### src/rtl/axi_excl_pkg.sv
// Shared types and encodings for the AXI exclusive-access initiator.
// States, response status codes, AXI response codes and LR/SC op encoding.
package axi_excl_pkg;

  typedef logic [2:0] state_t;

  localparam state_t ST_IDLE = 3'd0;
  localparam state_t ST_AR   = 3'd1;
  localparam state_t ST_R    = 3'd2;
  localparam state_t ST_WR   = 3'd3;
  localparam state_t ST_B    = 3'd4;
  localparam state_t ST_RSP  = 3'd5;

  typedef enum logic [1:0] {
    RSP_OK      = 2'd0,
    RSP_SC_FAIL = 2'd1,
    RSP_BUS_ERR = 2'd2,
    RSP_NO_EXCL = 2'd3
  } rsp_status_e;

  localparam logic [1:0] AXI_RESP_OKAY   = 2'b00;
  localparam logic [1:0] AXI_RESP_EXOKAY = 2'b01;
  localparam logic [1:0] AXI_RESP_SLVERR = 2'b10;
  localparam logic [1:0] AXI_RESP_DECERR = 2'b11;

  localparam logic OP_LR = 1'b0;
  localparam logic OP_SC = 1'b1;

endpackage

### src/rtl/axi_excl_initiator_res_reg.sv
// Single-entry local reservation: granule-aligned address plus valid bit.
// Set wins over clear when both are requested in the same cycle.
module axi_excl_res_reg #(
  parameter int unsigned AW = 64,
  parameter int unsigned G  = 4
) (
  input  logic          clk_i,
  input  logic          rst_i,
  input  logic          set_i,
  input  logic          clr_i,
  input  logic [AW-1:0] set_addr_i,
  input  logic [AW-1:0] cmp_addr_i,
  output logic          match_o
);

  logic          valid_q, valid_d;
  logic [AW-1:0] addr_q, addr_d;

  // Next reservation contents
  always_comb begin
    valid_d = valid_q;
    addr_d  = addr_q;
    if (clr_i) valid_d = 1'b0;
    if (set_i) begin
      valid_d = 1'b1;
      addr_d  = {set_addr_i[AW-1:G], {G{1'b0}}};
    end
  end

  // Reservation state
  always_ff @(posedge clk_i) begin
    if (rst_i) begin
      valid_q <= 1'b0;
      addr_q  <= '0;
    end else begin
      valid_q <= valid_d;
      addr_q  <= addr_d;
    end
  end

  assign match_o = valid_q &&
    (cmp_addr_i[AW-1:G] == addr_q[AW-1:G]);

endmodule

### src/rtl/axi_excl_initiator.sv
// LR/SC to single-beat AXI exclusive read/write initiator.
// Optional AXI_EXCL_LOCAL_FAIL_EN: fail SCs locally without a reservation.
import axi_excl_pkg::*;

module axi_excl_initiator #(
  parameter int unsigned AXI_ADDR_WIDTH   = 64,
  parameter int unsigned AXI_DATA_WIDTH   = 64,
  parameter int unsigned AXI_ID_WIDTH     = 4,
  parameter int unsigned AXI_ID           = 0,
  parameter int unsigned RES_GRANULE_LOG2 = 4
) (
  input  logic                        clk_i,
  input  logic                        rst_i,
  input  logic                        req_valid_i,
  output logic                        req_ready_o,
  input  logic                        req_op_i,
  input  logic [AXI_ADDR_WIDTH-1:0]   req_addr_i,
  input  logic [AXI_DATA_WIDTH-1:0]   req_wdata_i,
  input  logic [AXI_DATA_WIDTH/8-1:0] req_strb_i,
  input  logic [2:0]                  req_size_i,
  output logic                        rsp_valid_o,
  input  logic                        rsp_ready_i,
  output logic [AXI_DATA_WIDTH-1:0]   rsp_rdata_o,
  output logic [1:0]                  rsp_status_o,
  output logic [AXI_ADDR_WIDTH-1:0]   ax_addr_o,
  output logic [2:0]                  ax_size_o,
  output logic [AXI_ID_WIDTH-1:0]     ax_id_o,
  output logic                        ax_lock_o,
  output logic                        ar_valid_o,
  input  logic                        ar_ready_i,
  input  logic                        r_valid_i,
  output logic                        r_ready_o,
  input  logic [AXI_DATA_WIDTH-1:0]   r_data_i,
  input  logic [1:0]                  r_resp_i,
  output logic                        aw_valid_o,
  input  logic                        aw_ready_i,
  output logic                        w_valid_o,
  input  logic                        w_ready_i,
  output logic [AXI_DATA_WIDTH-1:0]   w_data_o,
  output logic [AXI_DATA_WIDTH/8-1:0] w_strb_o,
  input  logic                        b_valid_i,
  output logic                        b_ready_o,
  input  logic [1:0]                  b_resp_i
);

  localparam int unsigned DW = AXI_DATA_WIDTH;
  localparam int unsigned SW = AXI_DATA_WIDTH / 8;
  localparam logic [DW-1:0] RD_ONE = {{(DW-1){1'b0}}, 1'b1};

  state_t                      state_q, state_d;
  logic [AXI_ADDR_WIDTH-1:0]   addr_q, addr_d;
  logic [2:0]                  size_q, size_d;
  logic [DW-1:0]               wdata_q, wdata_d;
  logic [SW-1:0]               strb_q, strb_d;
  logic                        aw_done_q, aw_done_d;
  logic                        w_done_q, w_done_d;
  logic [DW-1:0]               rdata_q, rdata_d;
  logic [1:0]                  status_q, status_d;
  logic                        res_set, res_clr;

`ifdef AXI_EXCL_LOCAL_FAIL_EN
  logic res_match;
`endif

  axi_excl_res_reg #(
    .AW (AXI_ADDR_WIDTH),
    .G  (RES_GRANULE_LOG2)
  ) u_res (
    .clk_i      (clk_i),
    .rst_i      (rst_i),
    .set_i      (res_set),
    .clr_i      (res_clr),
    .set_addr_i (addr_q),
    .cmp_addr_i (req_addr_i),
`ifdef AXI_EXCL_LOCAL_FAIL_EN
    .match_o    (res_match)
`else
    .match_o    ()
`endif
  );

  // Transaction sequencing and response capture
  always_comb begin
    state_d   = state_q;
    addr_d    = addr_q;
    size_d    = size_q;
    wdata_d   = wdata_q;
    strb_d    = strb_q;
    aw_done_d = aw_done_q;
    w_done_d  = w_done_q;
    rdata_d   = rdata_q;
    status_d  = status_q;
    res_set   = 1'b0;
    res_clr   = 1'b0;
    unique case (state_q)
      ST_IDLE: begin
        if (req_valid_i) begin
          addr_d    = req_addr_i;
          size_d    = req_size_i;
          wdata_d   = req_wdata_i;
          strb_d    = req_strb_i;
          aw_done_d = 1'b0;
          w_done_d  = 1'b0;
          if (req_op_i == OP_LR) begin
            state_d = ST_AR;
          end else begin
`ifdef AXI_EXCL_LOCAL_FAIL_EN
            if (res_match) begin
              state_d = ST_WR;
            end else begin
              state_d  = ST_RSP;
              status_d = RSP_SC_FAIL;
              rdata_d  = RD_ONE;
              res_clr  = 1'b1;
            end
`else
            state_d = ST_WR;
`endif
          end
        end
      end
      ST_AR: begin
        if (ar_ready_i) state_d = ST_R;
      end
      ST_R: begin
        if (r_valid_i) begin
          state_d = ST_RSP;
          rdata_d = r_data_i;
          unique case (r_resp_i)
            AXI_RESP_EXOKAY: begin
              status_d = RSP_OK;
              res_set  = 1'b1;
            end
            AXI_RESP_OKAY: begin
              status_d = RSP_NO_EXCL;
              res_clr  = 1'b1;
            end
            default: begin
              status_d = RSP_BUS_ERR;
              res_clr  = 1'b1;
            end
          endcase
        end
      end
      ST_WR: begin
        aw_done_d = aw_done_q | aw_ready_i;
        w_done_d  = w_done_q | w_ready_i;
        if (aw_done_d && w_done_d) state_d = ST_B;
      end
      ST_B: begin
        if (b_valid_i) begin
          state_d = ST_RSP;
          res_clr = 1'b1;
          unique case (b_resp_i)
            AXI_RESP_EXOKAY: begin
              status_d = RSP_OK;
              rdata_d  = '0;
            end
            AXI_RESP_OKAY: begin
              status_d = RSP_SC_FAIL;
              rdata_d  = RD_ONE;
            end
            default: begin
              status_d = RSP_BUS_ERR;
              rdata_d  = RD_ONE;
            end
          endcase
        end
      end
      ST_RSP: begin
        if (rsp_ready_i) state_d = ST_IDLE;
      end
      default: state_d = ST_IDLE;
    endcase
  end

  // State and latched request/response registers
  always_ff @(posedge clk_i) begin
    if (rst_i) begin
      state_q   <= ST_IDLE;
      addr_q    <= '0;
      size_q    <= '0;
      wdata_q   <= '0;
      strb_q    <= '0;
      aw_done_q <= 1'b0;
      w_done_q  <= 1'b0;
      rdata_q   <= '0;
      status_q  <= '0;
    end else begin
      state_q   <= state_d;
      addr_q    <= addr_d;
      size_q    <= size_d;
      wdata_q   <= wdata_d;
      strb_q    <= strb_d;
      aw_done_q <= aw_done_d;
      w_done_q  <= w_done_d;
      rdata_q   <= rdata_d;
      status_q  <= status_d;
    end
  end

  assign req_ready_o  = (state_q == ST_IDLE) && !rst_i;
  assign rsp_valid_o  = (state_q == ST_RSP);
  assign rsp_rdata_o  = rdata_q;
  assign rsp_status_o = status_q;
  assign ax_addr_o    = addr_q;
  assign ax_size_o    = size_q;
  assign ax_id_o      = AXI_ID_WIDTH'(AXI_ID);
  assign ax_lock_o    = 1'b1;
  assign ar_valid_o   = (state_q == ST_AR);
  assign r_ready_o    = (state_q == ST_R);
  assign aw_valid_o   = (state_q == ST_WR) && !aw_done_q;
  assign w_valid_o    = (state_q == ST_WR) && !w_done_q;
  assign w_data_o     = wdata_q;
  assign w_strb_o     = strb_q;
  assign b_ready_o    = (state_q == ST_B);

endmodule
### config.mk
export PLATFORM = sky130hd
export DESIGN_NAME = axi_excl_initiator
export DESIGN_NICKNAME = d
export VERILOG_FILES = /design/src/rtl/axi_excl_pkg.sv /design/src/rtl/axi_excl_initiator_res_reg.sv /design/src/rtl/axi_excl_initiator.sv
export SDC_FILE = /design/constraint.sdc
export NUM_CORES = 1
export LEC_CHECK = 0
export ABC_AREA = 1
export CORE_AREA = 2 2 170 172
export CTS_CLUSTER_SIZE = 20
export DETAILED_ROUTE_END_ITERATION = 8
export DIE_AREA = 0 0 172 174
export GPL_TIMING_DRIVEN = 0
export PLACE_DENSITY = 0.61
export SLEW_MARGIN = 0
export SYNTH_ARGS = -nofsm -noshare
export SYNTH_HDL_FRONTEND = slang
export SYNTH_SLANG_ARGS = --single-unit
### constraint.sdc
create_clock -name clk_i -period 2 [get_ports clk_i]
set_clock_uncertainty 0.2 [all_clocks]
set_input_delay 0.4 -clock clk_i [delete_from_list [all_inputs] [get_ports clk_i]]
set_output_delay 0.4 -clock clk_i [all_outputs]
set_load 0.02 [all_outputs]
==> flow_results.org, run 1 <==
** Setup path
- The startpoint identified for the worst register-to-register timing path is state_q[2]$_SDFFE_PP0P_.
- For the worst flop-to-flop path, the logic depth is 12.
- Register-to-register path setup slack :: 0.07 ns
- Data on the critical path is required at its endpoint by 1.40 ns.
- The critical path runs through a total of 5 cells.
- The critical path contains buffers and inverters numbering 2 combined.
- The critical path goes through nand2_2 -> nor2_4 -> inv_4 -> nor2_2 -> buf_6.
- R2r endpoint :: rsp_rdata_o[54]$_SDFFE_PP0P_
- Data arrives at the worst endpoint at 1.38 ns.
- For this run, the slowest stage of the critical path takes 0.39 ns.
- Critical path class :: reg2out
- Slowest-stage cell, CP :: sky130_fd_sc_hd__dfxtp_4
- Crit path launch type :: flip-flop
- STA classifies the critical path endpoint as an output port.
- In this run the worst setup path begins at state_q[1]$_SDFFE_PP0P_.
- In this design, the largest share of critical-path delay is due to flip-flops.
- Worst Setup EP :: aw_valid_o
- Critical path peak fanout :: 5

** Synthesis
- Simple-Gate Fraction of Synth Area :: 0.140
- In this run, synthesis produced a sequential element count of 210.
- Cell types occupying the most area after synthesis :: sky130_fd_sc_hd__dfxtp_1, sky130_fd_sc_hd__a21oi_1, sky130_fd_sc_hd__o21ai_0
- Of the total synthesized cell area, the portion taken by XOR and XNOR cells is 0.
- The synthesized netlist contains 28 unique library cells.
- The cell count after synthesis came out at 1048.
- Share of the synthesized area in compound gates (AO/OA/AOI/OAI) :: 0.224
- Post-synthesis sequential area ratio :: 0.508
- Syn. warnings :: 0
- Mean cell area of the mapped netlist :: 7.89 um^2
- Cell type with the largest total area after synthesis :: sky130_fd_sc_hd__dfxtp_1
- Measured against the total synthesized area, the mux share comes to 0.
- Area share of the largest cell type after synthesis :: 0.508
- Main combinational cell family by area after synthesis :: compound AO/OA/AOI/OAI gates
- Adder and majority cell fraction of the synthesized area :: 0
- Summing every instance area after synthesis gives 8270 um^2.

** Routing
- After the first detailed-routing iteration, the DRC count stood at 297.
- The detail route stage leaves a number of antenna-violating nets equal to 0.
- In the routed layout, each cell is associated on average with a via count of 4.31.
- The final route contains 8275 vias.
- After detailed routing, the total wire length is 30100 um.
- After detailed routing, the number of remaining DRC violations is 0.
- The pre-antenna-repair detailed-routing pass consisted of 4 iterations.
- After detailed routing, the average wire length per cell comes to 15.7 um.

** Clocking
- The clock reaches the later pin of the worst-skew pair after 0.51 ns.
- Deepest clock path buffer count :: 3
- The tree is rooted in a sky130_fd_sc_hd__clkbuf_16.
- Post-CTS Hold Fix Bufs :: 0
- CTS tree :: done
- Reg clk slew, reported paths :: 0.06 ns
- Number of buffers added by the clock tree synthesis step :: 24
- H-tree depth reported by CTS :: 1
- Number of sinks driven by the clock tree :: 210

** STA
- Final Setup Violations :: 0
- Adding up every negative setup slack in the final design gives 0 ns.
- The final count of hold timing violations is 0.
- The final max-slew violation count was 0.
- Period minus WS final :: 1.98 ns
- In the finished design, the share of the clock period the worst path needs comes to 0.988.
- Setup repair after global routing could not meet its margin everywhere.
- Based on the critical path, the design can be clocked at up to 506 MHz.
- Worst Max-Slew Pin Slew :: 0.697 ns
- Headroom to the max-slew limit came out at 0.535.
- Worst-case hold slack :: 0.239 ns

** Pwr
- Power spread over the standard cell area amounts to 1560 nW/um^2.
- Of the total power, the share spent switching nets is 0.410.
- For this design the static power due to leakage is 0.00635 uW.
- The share of total power dissipated in sequential elements is 0.301.
- For this design the total switching power over the nets is 8930 uW.
- Of the total power, the clock network draws 0.206.
- Internal power of the cells :: 12900 uW
- Design Power :: 21800 uW
- VDD sags by at most 0.000765 V.
- Of the total power, combinational logic draws 0.493.

** Floorplanning
- The initial utilization of the core area, before any placement, comes to 0.293.
- Placeable core area :: 28200 um^2
- Width of the die :: 172 um
- Die Outline Area :: 29900 um^2
- Die span in y :: 174 um
- 434 I/O pins were placed.
- The initialized floorplan defines 62 standard-cell rows.

** Global routing
- The number of global-route vias before repair was 8053.
- For this run, the total global-route usage over all layers was measured as 0.189.
- Antenna violations before repair :: 0
- The first global-routing pass estimated 44500 um of wire.
- Entering global routing, the biggest net connects 14 pins.
- Global route total overflow :: 0

** Placement
- Final weighted congestion in routability-driven placement :: 0.823
- During placement, the flow inserted port buffers numbering 427.
- The wire-length estimate of the detail-placed layout is 22700 um.
- Instance area at placement :: 13000 um^2

** Final layout
- In the final design database the tool counted 1736 nets.
- 0 antenna diodes ended up in the layout.
- Share of the core filled with cells in the final layout :: 0.495
- Area growth, synth to finish :: 69.0%
- Once layout is done, the placed cells without fillers occupy 14000 um^2.
- Fraction of final layout cells with drive strength greater than 1 :: 0.153
- Number of inserted filler cells in the final layout :: 2836

** Flow run
- Number of maximum-capacitance violations :: 0

** Hold path
- The worst hold path belongs to the class reg2reg.

** Status
- The flow ran to the end, and the final reports show no timing, DRC or antenna violations.
## flip-flops by register name (all words and copies together) (netlist names)
register      count
ax_size_o         3
w_strb_o          8
w_data_o         64
ax_addr_o        64
rsp_rdata_o      64
aw_done_q         1
state_q           3
w_done_q          1
rsp_status_o      2
## synth_stat cells
library cell / n
sky130_fd_sc_hd__nor2_1: 60
sky130_fd_sc_hd__nor2_8: 1
sky130_fd_sc_hd__o21ai_0: 130
sky130_fd_sc_hd__nand3_4: 2
sky130_fd_sc_hd__nand2_1: 118
sky130_fd_sc_hd__nand4_1: 1
sky130_fd_sc_hd__buf_2: 19
sky130_fd_sc_hd__nor2_2: 22
sky130_fd_sc_hd__conb_1: 2
sky130_fd_sc_hd__clkbuf_1: 41
sky130_fd_sc_hd__buf_8: 4
sky130_fd_sc_hd__o22ai_1: 1
sky130_fd_sc_hd__o21ai_1: 45
sky130_fd_sc_hd__nand3_1: 2
sky130_fd_sc_hd__buf_1: 3
sky130_fd_sc_hd__inv_2: 4
sky130_fd_sc_hd__buf_12: 1
sky130_fd_sc_hd__nor3_1: 2
sky130_fd_sc_hd__nand3b_1: 3
sky130_fd_sc_hd__nand2_2: 36
sky130_fd_sc_hd__nand2_4: 2
sky130_fd_sc_hd__buf_6: 5
sky130_fd_sc_hd__inv_1: 155
sky130_fd_sc_hd__dfxtp_1: 210
sky130_fd_sc_hd__inv_4: 1
sky130_fd_sc_hd__o21ai_2: 30
sky130_fd_sc_hd__a21oi_1: 142
sky130_fd_sc_hd__buf_4: 6
## metrics by stage
step | cells | setup slack, ns
floorplan | 1051 | 0.169
global placement | 1862 | -0.527
detailed placement | 1862 | -0.516
CTS | 1911 | -0.0519
global route | 1920 | -0.0650
finish | 1920 | 0.0231
## cell type report
type                    instances  area (um^2)  share of cell area
clock buffers                  35          713              0.0510
inverters                     160          613              0.0439
flip-flops and latches        210         4220               0.302
multi-input cells             602         3130               0.224
plain buffers                  79          499              0.0357
repair buffers                442         4240               0.303
clock inverters                 8         90.1             0.00644
well taps                     384          480              0.0344
## layer usage
| metal | track usage | vias up | wire, um |
|---|---|---|---|
| li1 | - | 4248 | - |
| met3 | 0.0726 | 42 | 3300 |
| met1 | 0.211 | 3675 | 11500 |
| met4 | 0.0539 | 0 | 689 |
| met5 | 0 | - | 0 |
| met2 | 0.333 | 310 | 14600 |
## repair_timing
| item | CTS | global route |
|---|---|---|
| gates cloned | 0 | 6 |
| gates resized for setup | 265 | 61 |
| pin swaps | 2 | 4 |
| setup buffers | 6 | 3 |
| endpoints found under the setup margin | 271 | 58 |
## worst min-delay path, cell delays in order, from the launching register on
cell	delay [ns]
sky130_fd_sc_hd__dfxtp_1	0.30
sky130_fd_sc_hd__inv_1	0.04
sky130_fd_sc_hd__a21oi_1	0.05
## power groups by stage
stage / clock [uW] / combinational [uW] / sequential [uW]
floorplan: 0 / 4400 / 8370
global placement: 0 / 10900 / 6600
detailed placement: 0 / 10900 / 6640
CTS: 4610 / 10100 / 6550
global route: 4780 / 11700 / 6740
finish: 4480 / 10700 / 6560
## worst min path at each step
| stage | from | endpoint | slack, ns | depth (start not counted) |
|---|---|---|---|---|
| CTS | w_data_o[47]$_SDFFE_PP0P_ | w_data_o[47]$_SDFFE_PP0P_ | 0.24 | 2 |
| floorplan | aw_done_q$_SDFFE_PP0P_ | aw_done_q$_SDFFE_PP0P_ | 0.25 | 2 |
| global route | ax_addr_o[16]$_SDFFE_PP0P_ | ax_addr_o[16]$_SDFFE_PP0P_ | 0.26 | 2 |
| global placement | ax_addr_o[52]$_SDFFE_PP0P_ | ax_addr_o[52]$_SDFFE_PP0P_ | 0.23 | 2 |
| finish | w_data_o[47]$_SDFFE_PP0P_ | w_data_o[47]$_SDFFE_PP0P_ | 0.24 | 2 |
| detailed placement | w_data_o[47]$_SDFFE_PP0P_ | w_data_o[47]$_SDFFE_PP0P_ | 0.24 | 2 |
## kinds of logic (layout without fill, tap and decap cells)
group,Yosys count,in the layout
buffers and inverters,239,724
other,2,5
and+or+nand+nor,249,249
DFF,210,210
AOI/OAI and AO/OA,348,348
## cell usage in the layout (no fill, tap or decap), types with 19 or more instances in the layout
cell type and instances:
sky130_fd_sc_hd__a21oi_1 142, sky130_fd_sc_hd__buf_2 20, sky130_fd_sc_hd__buf_4 19, sky130_fd_sc_hd__clkbuf_1 36, sky130_fd_sc_hd__clkbuf_16 31, sky130_fd_sc_hd__clkdlybuf4s50_1 215
sky130_fd_sc_hd__dfxtp_1 207, sky130_fd_sc_hd__dlygate4sd2_1 205, sky130_fd_sc_hd__inv_1 153, sky130_fd_sc_hd__nand2_1 111, sky130_fd_sc_hd__nand2_2 43, sky130_fd_sc_hd__nor2_1 56
sky130_fd_sc_hd__nor2_2 22, sky130_fd_sc_hd__o21ai_0 127, sky130_fd_sc_hd__o21ai_1 37, sky130_fd_sc_hd__o21ai_2 41
(Power assumes the default switching activity.)
==> inputs of run 2 (changes only) <==
==> constraint.sdc (replaced) <==
create_clock -name clk_i -period 2 [get_ports clk_i]
set_clock_uncertainty 0.2 [all_clocks]
set_input_delay 0.2 -clock clk_i [delete_from_list [all_inputs] [get_ports clk_i]]
set_output_delay 0.2 -clock clk_i [all_outputs]
set_load 0.02 [all_outputs]
==> run 2 against run 1 <==
Against the previous run:
- non-clock buffer count down 12
- clock power hardly changed
- register-to-register slack improved by 0.08 ns
- via count down 0.92%
- combinational power barely moved
- cell area shrank 0.59%
- clock-buffer cell count stayed put
- wire length is 1.2% lower
- sequential power about the same
- maximum frequency increased by 2.3%
- setup slack better by 0.044 ns
==> flow_results.org, run 2 (synthesis results as in run 1) <==
** Status
- Status :: completed

** STA
- The worst hold margin came to 0.0898 ns (-0.149 ns).
- The number of setup violations in the final report was 0 (unchanged).
- Unrepaired setup endpoints after global routing :: yes
- The highest attainable clock frequency came to 517 MHz (+2.3%).
- The worst max-slew margin expressed relative to the limit is 0.536 (+0.00111).
- Number of hold-slack violations in the final timing report :: 0 (unchanged)
- The clock period minus final worst setup slack was 1.93 ns (-0.0437 ns).
- Total negative slack for setup checks :: 0 ns (unchanged)
- Final period util :: 0.967 (-0.0219)
- The actual transition at the worst max-transition pin came to 0.695 ns (-0.00166 ns).
- Final max-slew violation count :: 0 (unchanged)
- Final worst slack :: 0.0668 ns (+0.0437 ns)

** Final layout
- Net count, final :: 1724 (-0.69%)
- The fraction of final layout cells with drive strength greater than 1 is 0.124 (-0.0290).
- The number of inserted filler cells in the final layout came to 2770 (-2.3%).
- Post-Layout Inst Area :: 13900 um^2 (-0.59%)
- Leading cell types in the layout, fill and taps excluded :: sky130_fd_sc_hd__clkdlybuf4s50_1, sky130_fd_sc_hd__dfxtp_1, sky130_fd_sc_hd__inv_1
- From synthesis to final layout, the design area changed by 68.0%.
- Final antenna diode count :: 0 (unchanged)
- The library cell used most frequently in the layout, excluding fill and tap cells, is sky130_fd_sc_hd__clkdlybuf4s50_1.

** Setup path
- The buffer and inverter count on the worst path was 1 (-1).
- Data required time of the worst path :: 1.60 ns (+0.20 ns)
- The critical path in this run is classified as reg2out.
- The depth of the most critical reg-to-reg path came to 11 (-1).
- The slowest stage of the critical path belongs to the cell sky130_fd_sc_hd__clkdlybuf4s50_1.
- STA classifies the critical path startpoint as a flip-flop.
- The arrival time at the worst endpoint was 1.53 ns (+0.15 ns).
- Start of the worst register-to-register path :: state_q[0]$_SDFFE_PP0P_
- R2r endpoint :: rsp_rdata_o[52]$_SDFFE_PP0P_
- Critical path peak fanout :: 2 (-3)
- The largest incremental delay on the critical path came to 0.65 ns (+0.26 ns).
- Worst path top cell family by delay :: buffers and inverters
- The slack of the worst reg-to-reg path came to 0.15 ns (+0.08 ns).
- Endpoint kind of the worst setup timing path :: output port
- CP Cell Sequence :: clkdlybuf4s50_1

** Floorplanning
- The number of placement rows was 62 (unchanged).
- Number of primary I/O pins :: 434 (unchanged)
- The floorplan die width came to 172 um (unchanged).
- The core region area came to 28200 um^2 (unchanged).
- Die span in y :: 174 um (unchanged)
- Starting utilization of the core area :: 0.293 (unchanged)
- Die Outline Area :: 29900 um^2 (unchanged)

** Pwr
- The maximum VDD drop came to 0.000773 V (+1.0%).
- Combinational cell fraction of total power :: 0.497 (+0.004)
- The cell leakage power is 0.00547 uW (-14%).
- The total power of the final layout is 22000 uW (+1.0%).
- Pwr/cell area :: 1580 nW/um^2 (+1.6%)
- The proportion of power drawn by flip-flops and latches came to 0.300 (about the same).
- Switching power share of the total :: 0.397 (-0.0126)
- Switching power of the nets :: 8740 uW (-2.1%)
- Share of total power in the clock network :: 0.204 (-0.002)
- The internal power contribution came to 13300 uW (+3.2%).

** Placement
- The estimated wirelength of the detail-placed design was 22700 um (unchanged).
- Final weighted congestion in routability-driven placement :: 0.823 (unchanged)
- Post-placement worst setup slack :: -0.316 ns (+0.200 ns)
- Instance area at placement :: 13000 um^2 (unchanged)
- The number of port buffers was 427 (unchanged).

** Clocking
- The number of sinks handled by clock tree synthesis is 210 (unchanged).
- The clock latency on the worst-skew pair was 0.51 ns (about the same).
- The clock-pin slew of the registers on the worst-case setup and hold paths is 0.06 ns (about the same).
- The total clock buffers created by CTS is 24 (unchanged).
- H-tree depth reported by CTS :: 1 (unchanged)
- TritonCTS built the clock tree.
- Post-CTS Hold Fix Bufs :: 0 (unchanged)
- Deepest clock path buffer count :: 3 (unchanged)
- In this run the clock root is driven by a sky130_fd_sc_hd__clkbuf_16.

** Routing
- Total wire length after detailed routing :: 29700 um (-1.2%)
- Post-detailed-route via-to-cell ratio :: 4.30 (-0.30%)
- The first-pass iteration count of the detailed router is 4 (unchanged).
- The number of design rule violations left after detail routing is 0 (unchanged).
- The count of vias placed by the detailed router came to 8199 (-0.92%).
- Wire length per cell :: 15.6 um (-0.60%)
- The residual antenna-violating net count after detailed routing is 0 (unchanged).
- Initial drt markers :: 310 (+4.4%)

** Global routing
- Maximum number of pins on one net before global-route repair :: 14 (unchanged)
- The total global-route track usage was 0.189 (-0.000671).
- Via count of the first global-routing pass :: 8030 (-0.29%)
- Antenna violations before repair :: 0 (unchanged)
- The wire length of the first global-routing pass was 44300 um (-0.39%).
- The total global routing overflow is 0 (unchanged).

** Hold path
- The startpoint identified for the worst hold timing path is req_addr_i[18].
- The depth of the worst hold-timing path is 3 (+1).
- The min-delay analysis places its worst path in the category in2reg.
- The worst hold path terminates at ax_addr_o[18]$_SDFFE_PP0P_.

** Flow run
- The max-capacitance violation count is 0 (unchanged).
run 2: cell types whose count changed in the layout (fill, tap and decap cells not counted), sizes merged:
cell,delta
buf,-9
dlymetal6s2s,+4
clkdlybuf4s50,+201
dlygate4sd2,-205
clkbuf,-3
run 2: layout make-up:
cell class	count	area [um^2]	area share
timing repair buffer	430	4300	0.309
sequential	210	4220	0.303
multi-input combinational	602	3050	0.219
clock buffer	35	713	0.0513
inverter	160	606	0.0436
tap	384	480	0.0346
buffer	79	445	0.0321
clock inverter	8	90.1	0.00648
run 2: metrics by stage:
stage                util  instances
CTS                 0.490       1905
finish              0.492       1908
global placement    0.462       1862
floorplan               -       1051
global route        0.492       1908
detailed placement  0.462       1862
run 2: power by group through the flow:
stage	sequential, uW	clock, uW	combinational, uW
finish	6590	4480	10900
detailed placement	6640	0	10900
global placement	6600	0	10900
floorplan	8370	0	4400
CTS	6590	4610	11000
global route	6780	4780	11900
run 2: routing by layer:
metal / GRT usage / vias to the layer above / wire [um]
met3: 0.0729 / 40 / 3310
met5: 0 / - / 0
met4: 0.0511 / 0 / 643
li1: - / 4222 / -
met1: 0.210 / 3629 / 11500
met2: 0.333 / 308 / 14200
run 2: what timing repair did:
item	in CTS	in global routing
gates resized for setup	37	22
buffers inserted	0	2
pin swaps	0	1
gates cloned	0	1
hold endpoints to repair	0	0
endpoints found under the setup margin	66	80
run 2: worst max-delay path by stage:
stage | startpoint | end | slack, ns | depth (start not counted)
2_1_floorplan | state_q[0]$_SDFFE_PP0P_ | rsp_rdata_o[3]$_SDFFE_PP0P_ | 0.34 | 11
3_3_place_gp | rst_i | w_data_o[32]$_SDFFE_PP0P_ | -0.32 | 6
3_5_place_dp | rst_i | w_data_o[32]$_SDFFE_PP0P_ | -0.32 | 6
4_1_cts | ax_addr_o[24]$_SDFFE_PP0P_ | ax_addr_o[24] | 0.007 | 1
5_1_grt | state_q[0]$_SDFFE_PP0P_ | aw_valid_o | -0.03 | 5
6_report | rsp_status_o[1]$_SDFFE_PP0P_ | rsp_status_o[1] | 0.07 | 1
